**src/rtl/i2s_rx_deserializer_if.sv**
```systemverilog
// Pair output bus of the I2S receiver: left/right sample pair with a valid/ready handshake.
interface i2s_rx_deserializer_if #(
    parameter int DATA_W = 16
) ();
    logic [DATA_W-1:0] left;
    logic [DATA_W-1:0] right;
    logic              valid;
    logic              ready;

    modport master (output left, output right, output valid, input ready);
    modport slave  (input left, input right, input valid, output ready);
endinterface

```
**src/rtl/i2s_rx_deserializer.sv**
```systemverilog
// Philips I2S receiver: oversamples SCK/WS/SD in the system clock domain, deserializes
// words, pairs left with the following right and presents the pair on a valid/ready register.
module i2s_rx_deserializer #(
    parameter int DATA_W      = 16,
    parameter int SYNC_STAGES = 2
) (
    input  logic                         i_clk,
    input  logic                         i_rst_n,
    input  logic                         i_en,
    input  logic                         i_sck,
    input  logic                         i_ws,
    input  logic                         i_sd,
    i2s_rx_deserializer_if.master        o_pair,
    output logic                         o_overrun,
    output logic                         o_frame_err
);
    localparam int CNT_W = $clog2(DATA_W + 2);

    typedef enum logic {ST_HUNT, ST_ALIGNED} state_t;

    logic [SYNC_STAGES-1:0] r_sck_sync, r_ws_sync, r_sd_sync;
    logic                   r_sck_d;
    logic [DATA_W-1:0]      r_shift, r_lhold, r_left, r_right;
    logic [CNT_W-1:0]       r_cnt;
    logic                   r_ws_prev, r_lhold_vld, r_valid, r_overrun, r_ferr;
    state_t                 r_state, w_state_nxt;

    logic                   w_sck_s, w_ws_s, w_sd_s, w_rise, w_step, w_word_end;
    logic [CNT_W-1:0]       w_cnt_inc;
    logic [DATA_W-1:0]      w_shift_nxt;
    logic                   w_ferr, w_lhold_ld, w_lhold_clr, w_pair_done;

    // Equal-depth chains keep SCK, WS and SD mutually aligned after synchronization.
    always_ff @(posedge i_clk) begin
        if (!i_rst_n) begin
            r_sck_sync <= '0;
            r_ws_sync  <= '0;
            r_sd_sync  <= '0;
            r_sck_d    <= 1'b0;
        end else begin
            r_sck_sync <= {r_sck_sync[SYNC_STAGES-2:0], i_sck};
            r_ws_sync  <= {r_ws_sync[SYNC_STAGES-2:0], i_ws};
            r_sd_sync  <= {r_sd_sync[SYNC_STAGES-2:0], i_sd};
            r_sck_d    <= w_sck_s;
        end
    end

    assign w_sck_s     = r_sck_sync[SYNC_STAGES-1];
    assign w_ws_s      = r_ws_sync[SYNC_STAGES-1];
    assign w_sd_s      = r_sd_sync[SYNC_STAGES-1];
    assign w_rise      = w_sck_s & ~r_sck_d;
    assign w_step      = w_rise & i_en;
    assign w_word_end  = w_step && (w_ws_s != r_ws_prev);
    assign w_cnt_inc   = (r_cnt == CNT_W'(DATA_W + 1)) ? r_cnt : r_cnt + 1'b1;
    assign w_shift_nxt = {r_shift[DATA_W-2:0], w_sd_s};

    always_ff @(posedge i_clk) begin
        if (!i_rst_n) r_state <= ST_HUNT;
        else          r_state <= w_state_nxt;
    end

    // Word-end classification; r_ws_prev is the channel the finished word belongs to.
    always_comb begin
        w_state_nxt = r_state;
        w_ferr      = 1'b0;
        w_lhold_ld  = 1'b0;
        w_lhold_clr = 1'b0;
        w_pair_done = 1'b0;
        if (!i_en) begin
            w_state_nxt = ST_HUNT;
            w_lhold_clr = 1'b1;
        end else if (w_word_end) begin
            case (r_state)
                ST_HUNT: w_state_nxt = ST_ALIGNED;
                ST_ALIGNED: begin
                    if (w_cnt_inc != CNT_W'(DATA_W)) begin
                        w_ferr      = 1'b1;
                        w_lhold_clr = 1'b1;
                    end else if (!r_ws_prev) begin
                        w_lhold_ld  = 1'b1;
                    end else if (r_lhold_vld) begin
                        w_pair_done = 1'b1;
                        w_lhold_clr = 1'b1;
                    end
                end
                default: w_state_nxt = ST_HUNT;
            endcase
        end
    end

    always_ff @(posedge i_clk) begin
        if (!i_rst_n) begin
            r_shift     <= '0;
            r_cnt       <= '0;
            r_ws_prev   <= 1'b0;
            r_lhold     <= '0;
            r_lhold_vld <= 1'b0;
        end else begin
            if (!i_en) begin
                r_shift   <= '0;
                r_cnt     <= '0;
                r_ws_prev <= w_ws_s;
            end else if (w_step) begin
                r_shift <= w_shift_nxt;
                if (w_word_end) begin
                    r_cnt     <= '0;
                    r_ws_prev <= w_ws_s;
                end else begin
                    r_cnt     <= w_cnt_inc;
                end
            end
            if (!i_en) begin
                r_lhold     <= '0;
                r_lhold_vld <= 1'b0;
            end else if (w_lhold_ld) begin
                r_lhold     <= w_shift_nxt;
                r_lhold_vld <= 1'b1;
            end else if (w_lhold_clr) begin
                r_lhold_vld <= 1'b0;
            end
        end
    end

    // A new pair replaces the held one only if the consumer took it or none is held.
    always_ff @(posedge i_clk) begin
        if (!i_rst_n) begin
            r_left    <= '0;
            r_right   <= '0;
            r_valid   <= 1'b0;
            r_overrun <= 1'b0;
            r_ferr    <= 1'b0;
        end else begin
            r_overrun <= 1'b0;
            r_ferr    <= w_ferr;
            if (w_pair_done) begin
                if (!r_valid || o_pair.ready) begin
                    r_left  <= r_lhold;
                    r_right <= w_shift_nxt;
                    r_valid <= 1'b1;
                end else begin
                    r_overrun <= 1'b1;
                end
            end else if (r_valid && o_pair.ready) begin
                r_valid <= 1'b0;
            end
        end
    end

    assign o_pair.left  = r_left;
    assign o_pair.right = r_right;
    assign o_pair.valid = r_valid;
    assign o_overrun    = r_overrun;
    assign o_frame_err  = r_ferr;
endmodule

```
**src/flat_wrapper.sv**
```systemverilog
// flat-port wrapper written by rule: the top's interface ports become plain ports
module i2s_rx_deserializer_flat 
#(
    parameter int DATA_W      = 16,
    parameter int SYNC_STAGES = 2
)
  (i_clk, i_rst_n, i_en, i_sck, i_ws, i_sd, o_overrun, o_frame_err, o_pair_left, o_pair_right, o_pair_valid, o_pair_ready);
  i2s_rx_deserializer_if #(.DATA_W(DATA_W)) o_pair_i ();
  input  logic i_clk;
  input  logic i_rst_n;
  input  logic i_en;
  input  logic i_sck;
  input  logic i_ws;
  input  logic i_sd;
  output logic o_overrun;
  output logic o_frame_err;
  output wire logic [$bits(o_pair_i.left)-1:0] o_pair_left;
  output wire logic [$bits(o_pair_i.right)-1:0] o_pair_right;
  output wire logic [$bits(o_pair_i.valid)-1:0] o_pair_valid;
  input wire logic [$bits(o_pair_i.ready)-1:0] o_pair_ready;
  assign o_pair_left = o_pair_i.left;
  assign o_pair_right = o_pair_i.right;
  assign o_pair_valid = o_pair_i.valid;
  assign o_pair_i.ready = o_pair_ready;
  i2s_rx_deserializer #(.DATA_W(DATA_W), .SYNC_STAGES(SYNC_STAGES)) u_core (.i_clk(i_clk), .i_rst_n(i_rst_n), .i_en(i_en), .i_sck(i_sck), .i_ws(i_ws), .i_sd(i_sd), .o_pair(o_pair_i), .o_overrun(o_overrun), .o_frame_err(o_frame_err));
endmodule
```
**config.mk**
```make
export PLATFORM = sky130hd
export DESIGN_NAME = i2s_rx_deserializer_flat
export DESIGN_NICKNAME = d
export VERILOG_FILES = /design/src/rtl/i2s_rx_deserializer_if.sv /design/src/rtl/i2s_rx_deserializer.sv /design/src/flat_wrapper.sv
export SDC_FILE = /design/constraint.sdc
export NUM_CORES = 1
export LEC_CHECK = 0
export ABC_CLOCK_PERIOD_IN_PS = 5400
export CAP_MARGIN = 20
export CORE_UTILIZATION = 58
export DETAILED_ROUTE_END_ITERATION = 10
export PLACE_DENSITY = 0.79
export REMOVE_ABC_BUFFERS = 1
export SYNTH_ARGS = -nofsm -noshare
export SYNTH_HDL_FRONTEND = slang
export SYNTH_SLANG_ARGS = --single-unit
```
**constraint.sdc**
```tcl
create_clock -name i_clk -period 5.4 [get_ports i_clk]
set_clock_uncertainty 0.2 [all_clocks]
set_input_delay 0.81 -clock i_clk [delete_from_list [all_inputs] [get_ports i_clk]]
set_output_delay 0.81 -clock i_clk [all_outputs]
set_load 0.1 [all_outputs]
```
==> impl_metrics.yaml, run 1 <==
die:
  floorplan.die_area_um2: 5930
  start_util: 0.619
  placement_rows: 26
  die_height_um: 77.0
  fp.coreArea_um2: 5270
  top_level_ports: 42
  die_x_um: 77.0
synth:
  synth-main-ff-cell: "dfxtp_1"
  edff_count_synth: 0
  synth_async_sr_flop_share: 0
  synthDominantAreaCellType: "dfxtp_1"
  netlist_instances: 355
  post_synth_instance_area_um2: 3260
  post_synth.cell_area_avg_um2: 9.18
  synth_sequential_area_ratio: 0.497
  synthDistinctLibCells: 37
  yosys-top-cells-area: "dfxtp_1 (50%), mux2i_1 (15%), nand2_1 (14%)"
  yosysTopAreaCellShare: 0.497
  synth.yosys.warnings: 0
  postSynthRegisterBits: 81
grt:
  antenna_found_initial: 0
  grt_pass1_vias: 2287
  globalRouteTotalUtil: 0.209
  global_route_wire_length_before_repair_mm: 9.94
  globalRouteOverflowTotal: 0
  largest_net_degree_at_the_start_of_global_routing: 75
clock_network:
  clk_path_buf_depth: 2
  clock_transition_at_path_regs_ns: 0.07
  clk_root_buffer_cell: "clkbuf_8"
  tritoncts_num_sinks: 81
  clk-insertion-delay-late_ns: 0.33
  post_cts_hold_buffer_count: 0
  tritoncts.num_buffers: 9
  cts_tree: "built"
  cts.repair_timing.setup_buffer_count: 0
  cts_resized: 0
  cts_h_tree_lvls: 3
detailed_routing:
  route.met3.wl_um: 241
  ant_nets: 0
  dr.max_layer_used: "met4"
  totalWireLength_mm: 5.80
  detail_route.iter0.violations: 92
  m1WireLength_mm: 2.78
  dr_total_vias: 2456
  routedWlPerCell_um: 12.6
  viasPerCell: 5.32
  wire_length_on_met2_mm: 2.71
  dr_drc_count: 0
  detail_route.first_pass.iterations: 4
setup_path:
  critPathRequiredTime_ns: 5.46
  setup.worst_path.class: "primary input to flop"
  worst_r2r_path_depth: 6
  cp-end-kind: "flop"
  crit_arrival_ns: 3.43
  r2r_slack_ns: 2.34
  crit_path_start_kind: "primary input"
  timing.critical_path.fanout_max: 17
pwr:
  p_sw_frac: 0.221
  cellPowerDensity_nw_per_um2: 261
  comb_power_share: 0.029
  proportion_of_power_drawn_by_the_clock_network: 0.373
  vdd_ir_drop_max_uv: 202
  power.sequential.fraction: 0.598
  total_switching_power_w: 0.000223
  internal-power_w: 0.000784
  cellLeakagePower_nw: 1.23
sta:
  max_freq_mhz: 296
  report.final.hold_viol_count: 0
  hold_ws_ns: 0.235
  layout_setup_ws_ns: 2.03
  grt_setup_unrepaired: "false"
  timing.final.crit_share: 0.625
  worst_slew_pin_slew_ns: 1.10
  relative_max_transition_margin: 0.263
  setup_violations: 0
  final_max_slew_viol_count: 0
  final.min_clock_period_ns: 3.37
  finalSetupTns_ns: 0
placement:
  finalWeightedCongestion: 0.787
  dpl-instance-area_um2: 3690
  place_hpwl_mm: 3.77
  preCtsSetupSlack_ns: 1.67
  numPortBuffers: 41
cells_and_area:
  finish.instance_area_um2: 3850
  final_net_count: 398
  fin_util: 0.731
  nFillCells: 419
  fraction_of_layout_cells_with_a_size_suffix_above_1: 0.0740
  layout_area_overhead_pct: 18.2
  antenna-diode-count: 0
worst_hold_path:
  timing.hold.worst.class: "flop to flop"
  min_path_cells: 1
flow_run:
  max-cap-violations: 0
status:
  run_status: "finished, final reports clean"
==> state kept, by name (all words and copies together), names as in the netlist, 2 cells and up <==
name and count:
u_core.o_pair.right 16, u_core.r_sd_sync 2, u_core.o_pair.left 16, u_core.r_shift 15, u_core.r_cnt 5, u_core.r_lhold 16
u_core.r_sck_sync 2, u_core.r_ws_sync 2
==> layout make-up <==
| cell class | count | area, µm² | area share |
|---|---|---|---|
| clock inverters | 3 | 17.5 | 0.00455 |
| multi-input cells | 247 | 1530 | 0.397 |
| flip-flops and latches | 81 | 1620 | 0.421 |
| well taps | 70 | 87.6 | 0.0227 |
| clock buffers | 12 | 145 | 0.0377 |
| repair buffers | 45 | 435 | 0.113 |
| inverters | 4 | 15.0 | 0.00390 |
==> Yosys cell counts (2+ instances only) <==
| cell type | count |
|---|---|
| clkbuf_1 | 18 |
| nand3_1 | 4 |
| buf_2 | 3 |
| mux2i_1 | 48 |
| ha_1 | 3 |
| nor2_1 | 7 |
| nor4_1 | 3 |
| o21ai_0 | 4 |
| nand2b_1 | 4 |
| inv_1 | 4 |
| o221a_2 | 6 |
| dfxtp_1 | 81 |
| a21oi_1 | 15 |
| and2_1 | 9 |
| and3b_1 | 4 |
| nand3b_1 | 2 |
| nor2b_1 | 3 |
| nand2_1 | 118 |
==> worst max-delay path, stage by stage <==
cell	delay [ns]
clkdlybuf4s50_1	0.60
and4b_4	0.32
nand4_1	0.15
a211oi_4	0.88
buf_4	0.43
mux2i_1	0.23
==> cell families after synthesis <==
family | share of synthesized area
simple gates | 0.218
flops | 0.497
mux | 0.147
compound gates | 0.0875
buf+inv | 0.0357
fa+ha+maj | 0.0115
xor+xnor | 0.00269
==> per-layer routing <==
| layer | track usage | up-vias |
|---|---|---|
| li1 | - | 1260 |
| met1 | 0.257 | 1141 |
| met2 | 0.360 | 48 |
| met3 | 0.0357 | 7 |
| met4 | 0.0925 | 0 |
| met5 | 0 | - |
==> power by group through the flow <==
stage	sequential, W	clock (W)	combinational (W)
5_1_grt	0.000603	0.000408	0.0000332
3_3_place_gp	0.000616	0	0.0000294
4_1_cts	0.000602	0.000384	0.0000300
3_5_place_dp	0.000617	0	0.0000298
2_1_floorplan	0.000616	0	0.0000127
6_report	0.000602	0.000375	0.0000295
==> placed cells by master, fill, tap and decap left out, drive strengths merged, types with 2 or more instances in the layout <==
cell,count
a21oi,15
nor2,7
clkinv,2
buf,5
nor2b,3
nand2,118
nand2b,4
nand3,4
inv,4
o21ai,5
clkdlybuf4s50,40
ha,3
clkbuf,12
o221a,6
nand3b,2
and2,9
and3b,4
dfxtp,81
mux2i,48
nor4,3
==> metrics by stage <==
| stage | cells | total power, W |
|---|---|---|
| floorplan | 332 | 0.000629 |
| global placement | 447 | 0.000646 |
| detailed placement | 447 | 0.000646 |
| CTS | 462 | 0.00102 |
| global route | 462 | 0.00104 |
| finish | 462 | 0.00101 |
==> path summary, 6_finish.rpt <==
check,start,end
setup / recovery,i_en,u_core.o_pair.left[10]
hold / removal,u_core.r_sd_sync[0],u_core.r_sd_sync[1]
setup reg to reg,u_core.r_cnt[0],u_core.o_pair.left[10]
hold reg to reg,u_core.r_sd_sync[0],u_core.r_sd_sync[1]
Power figures use the tool's default switching activity.
==> inputs of run 2 (changes only) <==
- ABC_CLOCK_PERIOD_IN_PS: 5400 -> 3500
- CORE_UTILIZATION: 58 -> 54
- PLACE_DENSITY: 0.79 -> 0.74
- clock period: 5.4 -> 3.5 ns (I/O delays scaled with it)
==> run 2 against run 1 <==
Effect of this change: sequential power grew 54%; setup slack lost 1.1 ns; final cell count grew 0.87%; global-route usage grew 0.52 points; largest power group unchanged.
==> impl_metrics.yaml, run 2 (synthesis gave the netlist of run 1 again) <==
clock_network:
  clock_transition_at_path_regs_ns: 0.08
  post_cts_hold_buffer_count: 0
  clk_path_buf_depth: 2
  cts_resized: 0
  cts.repair_timing.setup_buffer_count: 0
  clk-insertion-delay-late_ns: 0.34
  tritoncts_num_sinks: 81
  cts_tree: "built"
  clk_root_buffer_cell: "clkbuf_8"
  tritoncts.num_buffers: 9
  cts_h_tree_lvls: 3
detailed_routing:
  detail_route.iter0.violations: 66
  totalWireLength_mm: 6.15
  routedWlPerCell_um: 13.2
  dr_total_vias: 2500
  viasPerCell: 5.36
  detail_route.first_pass.iterations: 4
  ant_nets: 0
  dr_drc_count: 0
setup_path:
  worst_setup_path_endpoint: "o_pair_right[5]"
  critical_path.reg2reg.endpoint: "u_core.o_pair.right[8]"
  beginning_of_the_critical_path: "u_core.o_pair.right[5]"
  cpLargestDelayFamily: "buffers and inverters"
  crit_arrival_ns: 1.82
  critical_path_cell_count: 1
  cp_slowest_stage_delay_ns: 1.13
  worst_r2r_path_depth: 6
  crit_path_start_kind: "flop"
  critPathRequiredTime_ns: 2.77
  worstReg2RegStart: "u_core.r_cnt[0]"
  cp-end-kind: "primary output"
  r2r_slack_ns: 1.15
  timing.critical_path.fanout_max: 2
  crit_path_cell_trace: "clkdlybuf4s50_1"
  critical-path-slowest-cell: "clkdlybuf4s50_1"
  setup.worst_path.class: "flop to primary output"
  crit_buf_inv: 1
placement:
  place_hpwl_mm: 3.96
  finalWeightedCongestion: 0.847
  dpl-instance-area_um2: 3700
  numPortBuffers: 41
cells_and_area:
  layout_area_overhead_pct: 21.0
  mostFrequentLayoutCell: "nand2_1"
  fin_util: 0.695
  finish.instance_area_um2: 3940
  most_frequent_cells_in_the_layout: "nand2_1 (118), dfxtp_1 (81), mux2i_1 (48), clkdlybuf4s50_1 (40), a21oi_1 (15)"
  final_net_count: 399
  antenna-diode-count: 0
  fraction_of_layout_cells_with_a_size_suffix_above_1: 0.0812
sta:
  worst_slew_pin_slew_ns: 0.970
  final_max_slew_viol_count: 0
  max_freq_mhz: 392
  report.final.hold_viol_count: 0
  relative_max_transition_margin: 0.351
  timing.final.crit_share: 0.728
  grt_setup_unrepaired: "false"
  setup_violations: 0
  final.min_clock_period_ns: 2.55
worst_hold_path:
  timing.hold.worst.class: "flop to flop"
grt:
  antenna_found_initial: 0
  globalRouteOverflowTotal: 0
  global_route_wire_length_before_repair_mm: 10.4
  grt_pass1_vias: 2326
  globalRouteTotalUtil: 0.215
  largest_net_degree_at_the_start_of_global_routing: 46
flow_run:
  max-cap-violations: 0
die:
  fp.coreArea_um2: 5680
  die_height_um: 79.7
  start_util: 0.575
  top_level_ports: 42
  floorplan.die_area_um2: 6350
  die_x_um: 79.7
  placement_rows: 27
pwr:
  cellPowerDensity_nw_per_um2: 454
  vdd_ir_drop_max_uv: 348
  cellLeakagePower_nw: 1.28
status:
  run_status: "finished, final reports clean"
[run 2: cell types whose count changed in the layout (fill, tap and decap cells not counted), sizes merged]
cell and change:
clkbuf -1, clkinv -1, buf +1, bufinv +3
[run 2: cell type report]
cell class	count	area, µm²
timing repair buffer	46	443
inverter	4	15.0
fill	462	1730
multi-input combinational	247	1530
clock inverter	5	103
tap	72	90.1
clock buffer	11	141
sequential	81	1620
[run 2: metrics by stage]
step           setup slack, ns  power [W]  setup TNS (ns)  hold WS [ns]  instances
4_1_cts                  0.927    0.00181               0         0.241        466
5_1_grt                  0.894    0.00185               0         0.252        466
3_3_place_gp             0.824   0.000997               0         0.214        450
3_5_place_dp             0.786   0.000997               0         0.224        450
2_1_floorplan         -0.00844   0.000970          -0.270         0.212        332
6_report                 0.952    0.00179               0         0.238        466
[run 2: how the worst min path moves through the flow]
| stage | from | to | cells past startpoint |
|---|---|---|---|
| 3_3_place_gp | u_core.r_sck_sync[0] | u_core.r_sck_sync[1] | 1 |
| 4_1_cts | u_core.r_sck_sync[0] | u_core.r_sck_sync[1] | 1 |
| 5_1_grt | u_core.r_sd_sync[0] | u_core.r_sd_sync[1] | 1 |
| 2_1_floorplan | u_core.r_sck_sync[0] | u_core.r_sck_sync[1] | 1 |
| 6_report | u_core.r_ws_sync[0] | u_core.r_ws_sync[1] | 1 |
| 3_5_place_dp | u_core.r_sck_sync[0] | u_core.r_sck_sync[1] | 1 |
[run 2: layer usage]
metal | track usage | routed length (µm) | vias to the layer above
li1 | - | - | 1253
met1 | 0.261 | 2940 | 1194
met2 | 0.350 | 2900 | 42
met3 | 0.0560 | 201 | 11
met4 | 0.105 | 116 | 0
met5 | 0 | 0 | -
[run 2: power breakdown]
group          switching, W  internal, W
Clock              0.000322     0.000492
Combinational     0.0000335    0.0000129
Sequential       0.00000389     0.000926
[run 2: worst register-to-register path, stage by stage (launching register included)]
cell and delay (ns):
dfxtp_1 0.46, ha_1 0.29, nand2b_1 0.21, o211ai_1 0.26, a211oi_4 0.30, buf_4 0.33, mux2i_1 0.24
